[src/rtl/uart_pkg.sv]
// Shared constants and types for the memory-mapped UART receiver.
// Register indices, status bit positions and the receiver state encoding.
package uart_pkg;

    localparam logic [1:0] UART_REG_DATA   = 2'd0;
    localparam logic [1:0] UART_REG_STATUS = 2'd1;

    localparam int ST_VALID     = 0;
    localparam int ST_OVERRUN   = 1;
    localparam int ST_FRAME     = 2;
    localparam int ST_COUNT_LSB = 8;
    localparam int ST_COUNT_MSB = 15;

    typedef enum logic [2:0] {
        IDLE,
        START,
        DATA,
        STOP,
        IDLE_WAIT
    } rx_state_t;

endpackage

[src/rtl/uart_rx_fifo.sv]
// Small power-of-two receive FIFO with extra-MSB pointers.
// A push into a full FIFO is accepted only when a pop frees a slot in the same cycle.
module uart_rx_fifo #(
    parameter int DEPTH = 4,
    parameter int WIDTH = 8
) (
    input  logic                     clk_i,
    input  logic                     rstn_i,
    input  logic                     push,
    input  logic                     pop,
    input  logic [WIDTH-1:0]         wdata,
    output logic [WIDTH-1:0]         rdata,
    output logic                     full,
    output logic                     empty,
    output logic [$clog2(DEPTH):0]   count
);

    localparam int AW = $clog2(DEPTH);
    localparam logic [AW:0] PTR_ONE = (AW + 1)'(1);

    logic [WIDTH-1:0] mem [DEPTH];
    logic [AW:0]      wr_ptr;
    logic [AW:0]      rd_ptr;
    logic             do_push;
    logic             do_pop;

    assign empty   = (wr_ptr == rd_ptr);
    assign full    = (wr_ptr[AW] != rd_ptr[AW]) && (wr_ptr[AW-1:0] == rd_ptr[AW-1:0]);
    assign count   = wr_ptr - rd_ptr;
    assign do_pop  = pop && !empty;
    assign do_push = push && (!full || do_pop);
    assign rdata   = mem[rd_ptr[AW-1:0]];

    always_ff @(posedge clk_i) begin
        if (!rstn_i) begin
            wr_ptr <= '0;
            rd_ptr <= '0;
        end else begin
            if (do_push) wr_ptr <= wr_ptr + PTR_ONE;
            if (do_pop)  rd_ptr <= rd_ptr + PTR_ONE;
        end
    end

    // NOTE: storage is deliberately not reset; the pointers alone define which entries are valid.
    always_ff @(posedge clk_i) begin
        if (do_push) mem[wr_ptr[AW-1:0]] <= wdata;
    end

endmodule

[src/rtl/uart_rx.sv]
// 8N1 UART receiver with a receive FIFO and DATA/STATUS bus registers.
// Read data is registered and valid the cycle after the access.
module uart_rx #(
    parameter int FREQ       = 27000000,
    parameter int BAUD       = 115200,
    parameter int FIFO_DEPTH = 4
) (
    input  logic        clk_i,
    input  logic        rstn_i,
    input  logic        uart_rx_i,
    input  logic        enable_i,
    input  logic [3:0]  wstrb_i,
    input  logic [31:0] addr_i,
    input  logic [31:0] wvalue_i,
    output logic [31:0] rvalue_o
);

    import uart_pkg::*;

    localparam int CLKS_PER_BIT = FREQ / BAUD;
    localparam int HALF_BIT     = CLKS_PER_BIT / 2;
    localparam int TW           = $clog2(CLKS_PER_BIT);
    localparam int CW           = $clog2(FIFO_DEPTH) + 1;
    localparam logic [TW-1:0] BIT_END  = TW'(CLKS_PER_BIT - 1);
    localparam logic [TW-1:0] HALF_END = TW'(HALF_BIT - 1);

    logic          sync1;
    logic          rx_s;
    rx_state_t     state;
    rx_state_t     state_next;
    logic [TW-1:0] timer;
    logic [2:0]    bit_idx;
    logic [7:0]    shift;
    logic          sample_tick;
    logic          push_req;
    logic          frame_set;

    logic          fifo_pop;
    logic          fifo_full;
    logic          fifo_empty;
    logic [CW-1:0] fifo_count;
    logic [7:0]    fifo_rdata;
    logic          overrun;
    logic          frame_err;
    logic          overrun_set;

    logic [1:0]    reg_idx;
    logic          rd_en;
    logic          wr_status;
    logic [31:0]   status_word;
    logic [31:0]   rdata_next;
    logic          unused;

    // NOTE: every output of this block is given a default first so no latch is inferred.
    always_comb begin
        state_next  = state;
        sample_tick = 1'b0;
        push_req    = 1'b0;
        frame_set   = 1'b0;
        case (state)
            IDLE:      if (!rx_s) state_next = START;
            START:     if (timer == HALF_END) state_next = rx_s ? IDLE : DATA;
            DATA: begin
                if (timer == BIT_END) begin
                    sample_tick = 1'b1;
                    if (bit_idx == 3'd7) state_next = STOP;
                end
            end
            STOP: begin
                if (timer == BIT_END) begin
                    if (rx_s) begin
                        push_req   = 1'b1;
                        state_next = IDLE;
                    end else begin
                        frame_set  = 1'b1;
                        state_next = IDLE_WAIT;
                    end
                end
            end
            IDLE_WAIT: if (rx_s) state_next = IDLE;
            default:   state_next = IDLE;
        endcase
    end

    // NOTE: sequential state uses non-blocking assignments so every flop samples pre-edge values.
    always_ff @(posedge clk_i) begin
        if (!rstn_i) begin
            sync1   <= 1'b1;
            rx_s    <= 1'b1;
            state   <= IDLE;
            timer   <= '0;
            bit_idx <= '0;
            shift   <= '0;
        end else begin
            sync1 <= uart_rx_i;
            rx_s  <= sync1;
            state <= state_next;
            if (state_next != state || sample_tick) timer <= '0;
            else                                    timer <= timer + TW'(1);
            if (state_next != state) bit_idx <= '0;
            else if (sample_tick)    bit_idx <= bit_idx + 3'd1;
            if (sample_tick) shift <= {rx_s, shift[7:1]};
        end
    end

    uart_rx_fifo #(
        .DEPTH (FIFO_DEPTH),
        .WIDTH (8)
    ) u_fifo (
        .clk_i  (clk_i),
        .rstn_i (rstn_i),
        .push   (push_req),
        .pop    (fifo_pop),
        .wdata  (shift),
        .rdata  (fifo_rdata),
        .full   (fifo_full),
        .empty  (fifo_empty),
        .count  (fifo_count)
    );

    assign reg_idx     = addr_i[3:2];
    assign rd_en       = enable_i && (wstrb_i == 4'b0000);
    assign wr_status   = enable_i && wstrb_i[0] && (reg_idx == UART_REG_STATUS);
    assign fifo_pop    = rd_en && (reg_idx == UART_REG_DATA);
    assign overrun_set = push_req && fifo_full && !fifo_pop;

    always_comb begin
        status_word                            = '0;
        status_word[ST_VALID]                  = !fifo_empty;
        status_word[ST_OVERRUN]                = overrun;
        status_word[ST_FRAME]                  = frame_err;
        status_word[ST_COUNT_MSB:ST_COUNT_LSB] = 8'(fifo_count);
    end

    always_comb begin
        rdata_next = '0;
        case (reg_idx)
            UART_REG_DATA:   if (!fifo_empty) rdata_next = {24'b0, fifo_rdata};
            UART_REG_STATUS: rdata_next = status_word;
            default:         rdata_next = '0;
        endcase
    end

    // A receiver set in the same cycle as a write-1-to-clear keeps the flag at 1.
    always_ff @(posedge clk_i) begin
        if (!rstn_i) begin
            overrun   <= 1'b0;
            frame_err <= 1'b0;
            rvalue_o  <= '0;
        end else begin
            if (overrun_set)                             overrun <= 1'b1;
            else if (wr_status && wvalue_i[ST_OVERRUN])  overrun <= 1'b0;
            if (frame_set)                               frame_err <= 1'b1;
            else if (wr_status && wvalue_i[ST_FRAME])    frame_err <= 1'b0;
            if (rd_en) rvalue_o <= rdata_next;
        end
    end

    assign unused = ^{addr_i[31:4], addr_i[1:0], wvalue_i[31:3], wvalue_i[0]};

endmodule

[config.mk]
export PLATFORM = sky130hd
export DESIGN_NAME = uart_rx
export DESIGN_NICKNAME = d
export VERILOG_FILES = /design/src/rtl/uart_pkg.sv /design/src/rtl/uart_rx_fifo.sv /design/src/rtl/uart_rx.sv
export SDC_FILE = /design/constraint.sdc
export NUM_CORES = 1
export LEC_CHECK = 0
export BUFFER_PORTS_ARGS = -buffer_cell sky130_fd_sc_hd__buf_2
export CAP_MARGIN = 20
export CORE_ASPECT_RATIO = 1.1
export CORE_MARGIN = 4
export CORE_UTILIZATION = 40
export CTS_CLUSTER_SIZE = 10
export DETAILED_ROUTE_END_ITERATION = 10
export PLACE_DENSITY = 0.65
export SYNTH_ARGS = -nofsm -noshare
export SYNTH_HDL_FRONTEND = slang
export SYNTH_SLANG_ARGS = --single-unit
[constraint.sdc]
create_clock -name clk_i -period 3.42 [get_ports clk_i]
set_clock_uncertainty 0.2 [all_clocks]
set_input_delay 0.684 -clock clk_i [delete_from_list [all_inputs] [get_ports clk_i]]
set_output_delay 0.684 -clock clk_i [all_outputs]
set_load 0.01 [all_outputs]
Word level (Yosys, flattened, before mapping):

Memory sizes are Yosys's and may differ from the RTL's. A register that Yosys moved wholly into a read port is not among the register bits.
Index checks and enable logic that the tools add are counted.

* register bits: 64
* memory bits (writable): 32
* input port bits: 72
* word-level logic and storage cells: 80
* memories kept: 1

* $add $sub $neg: 5
* equal/unequal tests: 12
* muxes and demuxes: 27
* bitwise operators: 1
* reductions and logical operators: 23

Memory list
* u_fifo.mem: depth 4, width 8, read ports 1, clocked after Yosys merged registers in 1, wr ports 1, RTL line uart_rx_fifo.sv:21 `logic [WIDTH-1:0] mem [DEPTH];`

Operators with widths (count)
* $pmux W32 S2: 1
* $mux W3: 7
* $pmux W3 S5: 1
* $mux W1: 14
* $logic_and A1 B1 Y1: 11
* $add A3 B1 Y3 const B: 3
* $add A8 B1 Y8 const B: 1
* $eq A8 B7 Y1 const B: 1
* $eq A8 B8 Y1 const B: 1
* $mux W8: 1
* $eq A3 B2 Y1 const B: 2
* $eq A3 B3 Y1 const B: 2
* $mux W2: 3
* $logic_not A4 Y1: 1
* $reduce_bool A2 Y1: 2
* $reduce_or A2 Y1: 2
* $eq A3 B1 Y1 const B: 1
* $eq A3 B3 Y1: 1
* $logic_not A1 Y1: 3
* $logic_not A3 Y1: 1
* $ne A3 B3 Y1: 1
* $sub A3 B3 Y3: 1
* $eq A2 B1 Y1 const B: 1
* $eq A2 B2 Y1: 1
* 4 further kinds: 5

Longest topological paths before layout:

Gate-level depths: netlist (run 1).

* depth after elaboration: 8
* mapped depth: 7
* mapped depth without buffers: 7

Modules after synthesis:

A second synthesis (run 1) with hierarchy kept.

* cell total of the unflattened synthesis: 302
* area total of the unflattened synthesis: 3550.9 µm²

Modules (own cells, without submodules)
* uart_rx: times used 1, cells each 203, area an instance 1886.8 µm², sequential area each 740.7 µm²
* uart_rx_fifo: times used 1, cells each 99, area an instance 1664.1 µm², sequential area each 1121.1 µm²

Worst setup path after synthesis (run 1):

Ideal clock, no wire load.

* path type: input to register
* start: in wstrb_i[1]
* end: mem u_fifo.mem[3][0] (enable)
* library setup time: 0.332 ns
* arrival time: 2.176 ns
* data required time: 2.888 ns
* slack: 0.712 ns
* cell stages on the path: 4
* path through: or3_4 > or4_4 > a211oi_2 > and2_1

* longest elaborated chain between the ends: 8

Ends and longest elaborated chain
* from (decl): RTL line uart_rx.sv:12 `input logic [3:0] wstrb_i,`
* $logic_not A4 Y1: RTL line uart_rx.sv:122 `assign rd_en = enable_i && (wstrb_i == 4'b0000);`
* $logic_and A1 B1 Y1: RTL line uart_rx.sv:122
* $logic_and A1 B1 Y1: RTL line uart_rx.sv:124 `assign fifo_pop = rd_en && (reg_idx == UART_REG_DATA);`
* $logic_and A1 B1 Y1: RTL line uart_rx_fifo.sv:30 `assign do_pop = pop && !empty;`
* $logic_or A1 B1 Y1: RTL line uart_rx_fifo.sv:31 `assign do_push = push && (!full || do_pop);`
* $logic_and A1 B1 Y1: RTL line uart_rx_fifo.sv:31
* $mux W1: RTL line uart_rx_fifo.sv:46 `if (do_push) mem[wr_ptr[AW-1:0]] <= wdata;`
* $mux W1 (not written as such): RTL line uart_rx_fifo.sv:46
* to (decl): RTL line uart_rx_fifo.sv:21

Every way passes these cells.

Worst setup path after layout (run 1):

* start: in wstrb_i[0]
* end: mem u_fifo.mem[2][1] (enable)

Same word-level chain as after synthesis.

==> results of run 1 <==
[final cells by class]
type,count,area [sq um],share of cell area [%]
Sequential cell,77,1860,49.3
Multi-Input combinational cell,193,1430,37.7
Tap cell,111,139,3.67
Timing Repair Buffer,25,133,3.51
Clock buffer,9,124,3.28
Clock inverter,7,55.1,1.46
Inverter,11,41.3,1.09
[sequential cells by signal, indices dropped and copies added (netlist names), named ones only]
register       cells
rx_s               1
frame_err          1
sync1              1
shift              8
state              3
rvalue_o          11
overrun            1
bit_idx            3
u_fifo.rd_ptr      3
u_fifo.mem        32
timer              8
u_fifo.wr_ptr      3
[stage by stage]
step	power, mW	hold slack [ns]	cells
6_report	1.65	0.218	433
5_1_grt	1.70	0.231	433
4_1_cts	1.66	0.225	433
3_5_place_dp	1.04	0.202	417
3_3_place_gp	1.04	0.205	417
2_1_floorplan	1.04	0.186	315
[worst register-to-register path, stage by stage (launching register included)]
cell and delay [ns]:
dfxtp_1 0.39, inv_1 0.11, ha_1 0.29, and2_2 0.21, and2b_1 0.22, a211oi_2 0.28
and2_1 0.47
[routing by layer]
layer	wire length [um]	part of all wire, %	vias to the layer above	track usage (%)
met2	3080	47	56	21.7
met1	3030	46	1045	16.7
met5	0	0	-	0
met3	282	4.3	13	2.85
li1	-	-	1060	-
met4	126	1.9	0	6.02
[cell usage after synthesis (6+ instances only)]
cell type,n
dfxtp_1,45
edfxtp_1,32
nor2_1,23
buf_4,22
nand2_1,19
mux2i_1,15
ha_1,12
nor3_1,12
inv_1,10
mux4_2,9
clkbuf_1,8
nand3_1,8
and2_1,7
xor2_1,7
nand4_1,6
[worst max path at each step]
| stage | endpoint | from | cells after the start |
|---|---|---|---|
| 2_1_floorplan | u_fifo.mem[3][0] | wstrb_i[1] | 4 |
| 3_3_place_gp | u_fifo.mem[1][2] | wstrb_i[1] | 5 |
| 4_1_cts | u_fifo.mem[0][2] | wstrb_i[0] | 5 |
| 6_report | u_fifo.mem[2][1] | wstrb_i[0] | 5 |
| 5_1_grt | u_fifo.mem[0][0] | wstrb_i[0] | 5 |
| 3_5_place_dp | u_fifo.mem[3][3] | wstrb_i[0] | 5 |
[cell families after synthesis]
logic type	count (synthesis)
DFF	77
xor gates and xnor gates	10
other	1
muxes	24
and+or+nand+nor	97
adders and majority gates	13
buffers and inverters	45
AOI/OAI and AO/OA	28
[power groups by stage]
| stage | clock (mW) | sequential, mW | combinational, mW |
|---|---|---|---|
| after floorplan | 0 | 0.978 | 0.0609 |
| after global placement | 0 | 0.982 | 0.0552 |
| after detailed placement | 0 | 0.982 | 0.0565 |
| after CTS | 0.646 | 0.960 | 0.0569 |
| after global routing | 0.676 | 0.962 | 0.0634 |
| final | 0.630 | 0.960 | 0.0571 |
==> metrics.md, run 1 <==
| Metric | Value |
|---|---|
| Status | completed |
| Largest area contributor in the netlist | edfxtp_1 |
| Crit-path slowest cell | or4_4 |
| Final instance area | 3780 sq um |
| Nets | ~400 |
| Initial Util | slightly above 40% |
| Final Cycle Share | between 80% and 90% |
| Post-detail-place hpwl | between 4000 and 5000 um |
| Post-route ant nets | 0 |
| Family with the most delay on the worst path | simple AND/OR/NAND/NOR gates |
| WHS Path Cells | 1 |
| Sw Pwr | 406 uW |
| Combinational Power Share | between 3 and 4% |
| Most frequent cells in the layout | dfxtp_1 (45), edfxtp_1 (32), nor2_1 (23), buf_2 (22), conb_1 (21) |
| IO Count | approximately 100 |
| Synth top area share | around 28% |
| Flop2flop setup slack | approximately 0.9 ns |
| CTS H-tree lvls | 3 |
| Initial antenna violation count | 0 |
| First-pass GRT wire length | 10,600 um |
| Clock sink count | 77 |
| Post-synth ARST share | 0% |
| Top_reg_cell synth | dfxtp_1 |
| Clock network fraction of total power | 38.2% |
| DR iter-0 viols | 89 |
| Fin crit period | roughly 2.7 ns |
| Die width | between 90 and 100 um |
| Synth Register Bits | 77 |
| # fillers | 799 |
| Largest net degree at the start of global routing | 26 |
| Hold EP | rx_s |
| Combinational family with the most area after synthesis | simple AND/OR/NAND/NOR gates |
| Via-per-instance ratio | 5.02 |
| First drt pass iteration count | 4 |
| Fraction of layout cells with a size suffix above 1 | between 10% and 20% |
| I/O Buffers | 22 |
| Detailed-route DRC error count | 0 |
| CP Cell Sequence | buf_2, or3_4, or4_4, a211oi_2, and2_1 |
| Compound-Gate Fraction of Synth Area | under 10% |
| CP endpoint kind | flop |
| Critical setup path kind | input pin to flop |
| Switching share of power | approximately 25% |
| Worst R2R End | u_fifo.mem[2][1] |
| Max Clk Rate | approximately 0.37 GHz |
| Die area | a little over 10,000 sq um |
| Sum Neg Setup Slack | 0 ns |
| Synthesized area | roughly 3500 sq um |
| CTS root buffer | clkbuf_8 |
| Resized Gates After CTS | 0 |
| Worst-Skew Late Latency | roughly 0.35 ns |
| Postcts setup bufs | 0 |
| Fin. Hold Viols | 0 |
| Distinct cell type count after synthesis | 52 |
| Worst Hold Class | flop to flop |
| Routed vias | approximately 2,200 |
| HP Start | sync1 |
| Antenna diodes | 0 |
| P&R area growth vs syn | 8.79% |
| Power Internal | 1.24 mW |
| Post-Synth XOR/XNOR Area | 2.52% |
| Worst-path maximum fanout | 8 |
| Max-Cap Viols | 0 |
| # hold bufs at CTS | 0 |
| FF-to-FF path depth | 6 |
| RSZ-0062 raised after global routing | no |
| Sequential power share | 58.3% |
| Clock Path Buffers | 2 |
| Fin util | 45.0% |
| Num CTS Buffers | 9 |
| Synth Area per Inst | about 12 sq um |
| Row cnt | 35 |
| Seq/Total Area, Yosys | a little over half |
| Worst Tran Pin Value | 0.914 ns |
| Leakage dissipation | 1.43 nW |
| Pins over their slew limit | 0 |
| VDD IR max | around 0.32 mV |
| Worst endpoint data arrival time | approximately 2.5 ns |
| Worst setup SP type | input pin |
| Average wire per standard cell | ~15 um |
| Die height | roughly 110 um |
| Final wirelength | roughly 6500 um |
| Dpl ws | about 0.28 ns |
| Rel. slew slack | about two fifths |
| Final setup vio count | 0 |
| Final WS setup | approximately 0.68 ns |
| Top cells by area, synth | edfxtp_1 (28%), dfxtp_1 (26%), mux4_2 (5.8%) |
| Number of synthesized flops with an enable pin | 32 |
| Worst r2r src | u_fifo.wr_ptr[0] |
| Synth Area in Adders | 4.90% |
| CTS tree | built |
| Simple-gate share of the synthesized area | ~15% |
| DP Area | 3600 sq um |
| Total gr overflow | 0 |
| Gate Count Post-Synth | 295 |
| Placeable Area | between 8000 and 9000 sq um |
| Final GP Congestion | about 0.76 |
| Slowest stage delay, CP | roughly 0.53 ns |
| GRT Overall Usage | 13.2% |
| Yosys Warn Count | 0 |
| Pwr per Cell Area | about 440 nW/um^2 |
| Clock-pin transition on the worst setup and hold timing paths | ~0.08 ns |
| Vias in the first global route | between 2,000 and 2,500 |
| Required @ worst endpoint | approximately 3.2 ns |
| Commonest non-fill, non-tap cell in the layout | dfxtp_1 |
| Post-synthesis mux area share | between 10% and 20% |
| Worst path bufs/invs | 1 |
Note: power is estimated with default switching activity, not from simulation.
==> run 2: changes to the inputs <==
--- a/config.mk
+++ b/config.mk
@@ -5,6 +5,7 @@
 export SDC_FILE = /design/constraint.sdc
 export NUM_CORES = 1
 export LEC_CHECK = 0
+export ABC_AREA = 1
 export BUFFER_PORTS_ARGS = -buffer_cell sky130_fd_sc_hd__buf_2
 export CAP_MARGIN = 20
 export CORE_ASPECT_RATIO = 1.1
@@ -12,7 +13,7 @@
 export CORE_UTILIZATION = 40
 export CTS_CLUSTER_SIZE = 10
 export DETAILED_ROUTE_END_ITERATION = 10
-export PLACE_DENSITY = 0.65
+export PLACE_DENSITY = 0.67
 export SYNTH_ARGS = -nofsm -noshare
 export SYNTH_HDL_FRONTEND = slang
 export SYNTH_SLANG_ARGS = --single-unit
==> constraint.sdc (replaced) <==
create_clock -name clk_i -period 2.25 [get_ports clk_i]
set_clock_uncertainty 0.2 [all_clocks]
set_input_delay 0.45 -clock clk_i [delete_from_list [all_inputs] [get_ports clk_i]]
set_output_delay 0.45 -clock clk_i [all_outputs]
set_load 0.01 [all_outputs]
==> metrics.md, run 2 <==
| Metric | Value |
|---|---|
| Row cnt | 35 (unchanged) |
| Clock sink count | 77 (unchanged) |
| Fin crit period | approximately 2.0 ns |
| Post-detail-place hpwl | 4470 um (was 4450 um) |
| Critical setup path kind | flop to flop (was input pin to flop) |
| Most frequent cells in the layout | nand2_1 (80), dfxtp_1 (45), nor2_1 (41), inv_1 (36), edfxtp_1 (32) (was dfxtp_1 (45), edfxtp_1 (32), nor2_1 (23), buf_2 (22), conb_1 (21)) |
| DR iter-0 viols | 89 (unchanged) |
| Fraction of layout cells with a size suffix above 1 | 15.1% (was 18.6%) |
| Top cells by area, synth | edfxtp_1 (28%), dfxtp_1 (26%), nand2_1 (8.6%) (was edfxtp_1 (28%), dfxtp_1 (26%), mux4_2 (5.8%)) |
| Die width | 97.0 um (was 96.9 um) |
| Via-per-instance ratio | 4.69 (was 5.02) |
| Flop2flop setup slack | 0.21 ns (was 0.90 ns) |
| P&R area growth vs syn | 11.3% (was 8.79%) |
| Most common cell in the synthesized netlist | nand2_1 (was dfxtp_1) |
| Worst Hold Class | input pin to flop (was flop to flop) |
| Slowest stage delay, CP | 0.36 ns (was 0.53 ns) |
| Synthesized area | 3490 sq um (was 3470 sq um) |
| GRT Overall Usage | 12.4% (was 13.2%) |
| Max Clk Rate | 0.489 GHz |
| Max-Cap Viols | 0 (unchanged) |
| Die height | 106 um (about the same) |
| Worst setup SP type | flop (was input pin) |
| CP Cell Sequence | inv_1, ha_1, nand3_1, o21bai_1, nand2_1, nor2_1, buf_4 (was buf_2, or3_4, or4_4, a211oi_2, and2_1) |
| Average wire per standard cell | 11.4 um (was 15.0 um) |
| Num CTS Buffers | 9 (unchanged) |
| Leakage dissipation | 1.54 nW (was 1.43 nW) |
| Post-route ant nets | 0 (unchanged) |
| Clock Path Buffers | 2 (unchanged) |
| First drt pass iteration count | 4 (unchanged) |
| PnR Total Power | 2.57 mW (was 1.65 mW) |
| WHS | 0.0971 ns (was 0.218 ns) |
| # hold bufs at CTS | 0 (unchanged) |
| Clock-pin transition on the worst setup and hold timing paths | 0.08 ns (about the same) |
| Worst R2R End | u_fifo.mem[1][2] (was u_fifo.mem[2][1]) |
| Commonest non-fill, non-tap cell in the layout | nand2_1 (was dfxtp_1) |
| Initial antenna violation count | 0 (unchanged) |
| Yosys Warn Count | 0 (unchanged) |
| Finished Layout Cells | 535 (was 433) |
| IO Count | 104 (unchanged) |
| Placed cell count | 519 (was 417) |
| First-pass GRT wire length | 10,400 um (was 10,600 um) |
| Total gr overflow | 0 (unchanged) |
| Fin. Hold Viols | 0 (unchanged) |
| Detailed-route DRC error count | 0 (unchanged) |
| Worst endpoint data arrival time | 1.89 ns (was 2.54 ns) |
| Top post-synthesis cells by count | nand2_1 (80), dfxtp_1 (45), nor2_1 (41) (was dfxtp_1 (45), edfxtp_1 (32), nor2_1 (23)) |
| End point of the critical path | u_fifo.mem[1][2] (was u_fifo.mem[2][1]) |
| Die area | 10,300 sq um (was 10,200 sq um) |
| Vias in the first global route | 2,438 (was 2,108) |
| CP endpoint kind | flop (unchanged) |
| Final wirelength | 6080 um (was 6510 um) |
| Post-synth ARST share | 0% (unchanged) |
| Placeable Area | 8450 sq um (was 8410 sq um) |
| Crit. Startpoint | u_fifo.wr_ptr[0] (was wstrb_i[0]) |
| Final WS setup | 0.206 ns (was 0.682 ns) |
| Nets | 504 (was 402) |
| Sum Neg Setup Slack | 0 ns (unchanged) |
| Worst r2r src | u_fifo.wr_ptr[0] (unchanged) |
| Synth top area share | 27.6% (was 27.7%) |
| Dpl ws | 0.154 ns (was 0.276 ns) |
| Pins over their slew limit | 0 (unchanged) |
| Final Cycle Share | between 90 and 100% |
| Postcts setup bufs | 0 (unchanged) |
| FF-to-FF path depth | 7 (was 6) |
| Final GP Congestion | 0.809 (was 0.765) |
| Synth Area per Inst | 9.01 sq um (was 11.8 sq um) |
| Initial Util | 41.3% (about the same) |
| Distinct cell type count after synthesis | 36 (was 52) |
| I/O Buffers | 22 (unchanged) |
| Gate Count Post-Synth | 387 (was 295) |
| RSZ-0062 raised after global routing | no (unchanged) |
| Worst-Skew Late Latency | 0.34 ns (was 0.35 ns) |
| Number of synthesized flops with an enable pin | 32 (unchanged) |
| Synth Register Bits | 77 (unchanged) |
| Top_reg_cell synth | dfxtp_1 (unchanged) |
| CTS tree | built (unchanged) |
| Largest area contributor in the netlist | edfxtp_1 (unchanged) |
| VDD IR max | 0.535 mV (was 0.321 mV) |
| Seq/Total Area, Yosys | 53.4% (was 53.6%) |
| Final setup vio count | 0 (unchanged) |
| Status | completed (unchanged) |
| Crit-path slowest cell | dfxtp_1 (was or4_4) |
| Required @ worst endpoint | 2.09 ns (was 3.22 ns) |
| Largest net degree at the start of global routing | 17 (was 26) |
| CTS H-tree lvls | 3 (unchanged) |
| Pwr per Cell Area | 662 nW/um^2 (was 436 nW/um^2) |
| CTS root buffer | clkbuf_8 (unchanged) |
| Routed vias | 2,511 (was 2,174) |
| Antenna diodes | 0 (unchanged) |
| Worst-path maximum fanout | 8 (unchanged) |
| Number of flip-flops in the largest register | 32 (unchanged) |
==> run 2: cell type report <==
cell class / count / area (sq um)
Clock inverter: 5 / 60.1
Fill cell: 803 / 4570
Tap cell: 111 / 139
Sequential cell: 77 / 1860
Timing Repair Buffer: 31 / 178
Clock buffer: 11 / 141
Multi-Input combinational cell: 261 / 1360
Inverter: 39 / 146
==> run 2: per-layer routing <==
metal	global-route usage [%]	up-vias	part of all wire (%)
met5	0	-	0
met4	6.02	0	1.6
met3	3.67	8	6.1
met2	21.9	64	49
met1	13.7	1151	43
li1	-	1288	-
==> run 2: critical path, delay by kind of cell (launching register included) <==
| kind | cells | cell delay, ns |
|---|---|---|
| DFF | 1 | 0.36 |
| and+or+nand+nor | 3 | 0.39 |
| adders and majority gates | 1 | 0.33 |
| AOI/OAI and AO/OA | 1 | 0.16 |
| buffers and inverters | 2 | 0.31 |
==> run 2: worst min-delay path by stage <==
stage	startpoint	to	slack [ns]	cells past startpoint
6_report	uart_rx_i	sync1	0.1	2
5_1_grt	uart_rx_i	sync1	0.08	2
4_1_cts	uart_rx_i	sync1	0.08	2
3_5_place_dp	sync1	rx_s	0.21	1
3_3_place_gp	sync1	rx_s	0.20	1
2_1_floorplan	sync1	rx_s	0.19	1
==> run 2: cell families after synthesis <==
kind of cell | after synthesis | synth area share (%)
and+or+nand+nor | 159 | 20.2
other | 1 | 0.108
adders and majority gates | 13 | 4.88
AOI/OAI and AO/OA | 61 | 9.62
DFF | 77 | 53.4
buffers and inverters | 69 | 10.0
xor gates and xnor gates | 7 | 1.76
==> run 2: timing repair <==
action / CTS / global route
setup endpoints to repair: 0 / 32
hold endpoints to repair: 0 / 0
resized for setup: 0 / 1
==> run 2: power breakdown <==
part	internal (mW)	switching, mW
combinational	0.0274	0.0626
sequential	1.45	0.00696
clock	0.542	0.482
==> run 2: through the flow <==
| step | cell area [sq um] | utilization [%] |
|---|---|---|
| 3_3_place_gp | 3680 | 43.5 |
| 2_1_floorplan | 3560 | - |
| 6_report | 3880 | 45.9 |
| 5_1_grt | 3880 | 45.9 |
| 4_1_cts | 3880 | 45.9 |
| 3_5_place_dp | 3680 | 43.5 |
==> run 3: changes to the inputs <==
==> constraint.sdc (replaced) <==
create_clock -name clk_i -period 2.25 [get_ports clk_i]
set_clock_uncertainty 0.2 [all_clocks]
set_input_delay 0.5625 -clock clk_i [delete_from_list [all_inputs] [get_ports clk_i]]
set_output_delay 0.5625 -clock clk_i [all_outputs]
set_load 0.01 [all_outputs]
==> metrics.md, run 3 (same netlist as run 2, synthesis figures left out) <==
| Metric | Value |
|---|---|
| Status | completed (unchanged) |
| Worst-path maximum fanout | 8 (unchanged) |
| Post-route ant nets | 0 (unchanged) |
| DP Area | 3680 sq um (unchanged) |
| Worst setup SP type | flop (unchanged) |
| Final wirelength | 6000 um (was 6080 um) |
| Die height | 106 um (unchanged) |
| First drt pass iteration count | 4 (unchanged) |
| Final Cycle Share | 90.8% (about the same) |
| CTS tree | built (unchanged) |
| Routed vias | 2,466 (was 2,511) |
| Vias in the first global route | 2,246 (was 2,438) |
| Sum Neg Setup Slack | 0 ns (unchanged) |
| Post-detail-place hpwl | 4380 um (was 4470 um) |
| Num CTS Buffers | 9 (unchanged) |
| Pins over their slew limit | 0 (unchanged) |
| Clock sink count | 77 (unchanged) |
| Average wire per standard cell | 11.2 um (was 11.4 um) |
| Required @ worst endpoint | 2.10 ns (was 2.09 ns) |
| Leakage dissipation | 1.56 nW (was 1.54 nW) |
| P&R area growth vs syn | 11.6% (was 11.3%) |
| GRT Overall Usage | 11.8% (was 12.4%) |
| Initial Util | 41.3% (unchanged) |
| Initial antenna violation count | 0 (unchanged) |
| Fin. Hold Viols | 0 (unchanged) |
| CTS H-tree lvls | 3 (unchanged) |
| VDD IR max | 0.274 mV (was 0.535 mV) |
| Number of flip-flops in the largest register | 32 (unchanged) |
| Worst-Skew Late Latency | 0.33 ns (was 0.34 ns) |
| Fraction of layout cells with a size suffix above 1 | 14.9% (was 15.1%) |
| # hold bufs at CTS | 0 (unchanged) |
| Postcts setup bufs | 0 (unchanged) |
| Placeable Area | 8450 sq um (unchanged) |
| RSZ-0062 raised after global routing | no (unchanged) |
| Fin crit period | 2.04 ns (about the same) |
| Fin util | 46.0% (was 45.9%) |
| Die width | 97.0 um (unchanged) |
| Worst Hold Class | input pin to flop (unchanged) |
| Resized Gates After CTS | 0 (unchanged) |
| Clock Path Buffers | 2 (unchanged) |
| Antenna diodes | 0 (unchanged) |
| CTS root buffer | clkbuf_8 (unchanged) |
| First-pass GRT wire length | 9810 um (was 10,400 um) |
| Nets | 504 (unchanged) |
| Total gr overflow | 0 (unchanged) |
| Detailed-route DRC error count | 0 (unchanged) |
| DR iter-0 viols | 73 (was 89) |
| Commonest non-fill, non-tap cell in the layout | nand2_1 (unchanged) |
| Pwr per Cell Area | 681 nW/um^2 (was 662 nW/um^2) |
| IO Count | 104 (unchanged) |
| Final setup vio count | 0 (unchanged) |
| Largest net degree at the start of global routing | 28 (was 17) |
| Critical setup path kind | flop to flop (unchanged) |
| Max Clk Rate | 0.490 GHz (was 0.489 GHz) |
| Most frequent cells in the layout | nand2_1 (80), dfxtp_1 (45), nor2_1 (41), inv_1 (36), edfxtp_1 (32) (unchanged) |
| Row cnt | 35 (unchanged) |
| Via-per-instance ratio | 4.61 (was 4.69) |
| # fillers | 816 (was 803) |
| Final instance area | 3890 sq um (was 3880 sq um) |
| Finished Layout Cells | 535 (unchanged) |
| Final GP Congestion | 0.812 (was 0.809) |
| Placed cell count | 519 (unchanged) |
| I/O Buffers | 22 (unchanged) |
| Worst endpoint data arrival time | 1.89 ns (about the same) |
| Max-Cap Viols | 0 (unchanged) |
| Clock-pin transition on the worst setup and hold timing paths | 0.07 ns (was 0.08 ns) |
| WHS | 0.206 ns (was 0.0971 ns) |
| Die area | 10,300 sq um (unchanged) |
| CP endpoint kind | flop (unchanged) |
==> run 3: changes by cell type in the layout (fill, tap and decap cells not counted), sizes merged <==
| cell | before | now |
|---|---|---|
| clkinv | 0 | 2 |
| inv | 39 | 40 |
| clkbuf | 11 | 10 |
| clkinvlp | 4 | 1 |
| bufinv | 1 | 2 |
==> run 3: area by class of cell <==
| type | instances | area, sq um | area share, % |
|---|---|---|---|
| flip-flops and latches | 77 | 1860 | 47.9 |
| multi-input cells | 261 | 1350 | 34.7 |
| repair buffers | 31 | 178 | 4.57 |
| inverters | 39 | 146 | 3.76 |
| well taps | 111 | 139 | 3.57 |
| clock buffers | 10 | 128 | 3.28 |
| clock inverters | 6 | 86.3 | 2.22 |
==> run 3: final timing paths <==
kind	end	cells after the start	slack (ns)	start
hold reg to reg	rx_s	1	0.21	sync1
hold / removal	sync1	2	0.21	uart_rx_i
setup / recovery	u_fifo.mem[0][4]	8	0.21	timer[0]
setup reg to reg	u_fifo.mem[0][4]	8	0.21	timer[0]
==> run 3: per-stage QoR <==
stage / setup WS [ns] / power, mW
after global routing: 0.0309 / 2.78
after global placement: 0.171 / 1.57
final: 0.208 / 2.65
after detailed placement: 0.154 / 1.58
after CTS: 0.191 / 2.69
after floorplan: 0.111 / 1.58
==> run 3: where the power goes <==
| group | internal, mW | leakage (nW) | switching [mW] |
|---|---|---|---|
| sequential | 1.45 | 0.669 | 0.00666 |
| combinational | 0.0273 | 0.786 | 0.0613 |
| clock | 0.625 | 0.107 | 0.481 |
| total | 2.10 | 1.56 | 0.549 |
==> run 3: per-layer routing <==
metal / part of all wire, % / vias to the layer above / GRT usage [%]
li1: - / 1284 / -
met1: 43 / 1125 / 13.2
met2: 51 / 55 / 21.1
met3: 5.7 / 2 / 4.46
met4: 0.27 / 0 / 3.01
met5: 0 / - / 0
==> run 3: worst max-delay path, cell delays in order (launching register included) <==
cell and delay, ns:
dfxtp_1 0.40, ha_1 0.18, nand2_1 0.06, nor2_1 0.09, nand2_1 0.13, nor3_1 0.22, nand2_1 0.16, nor2_1 0.12
buf_4 0.19
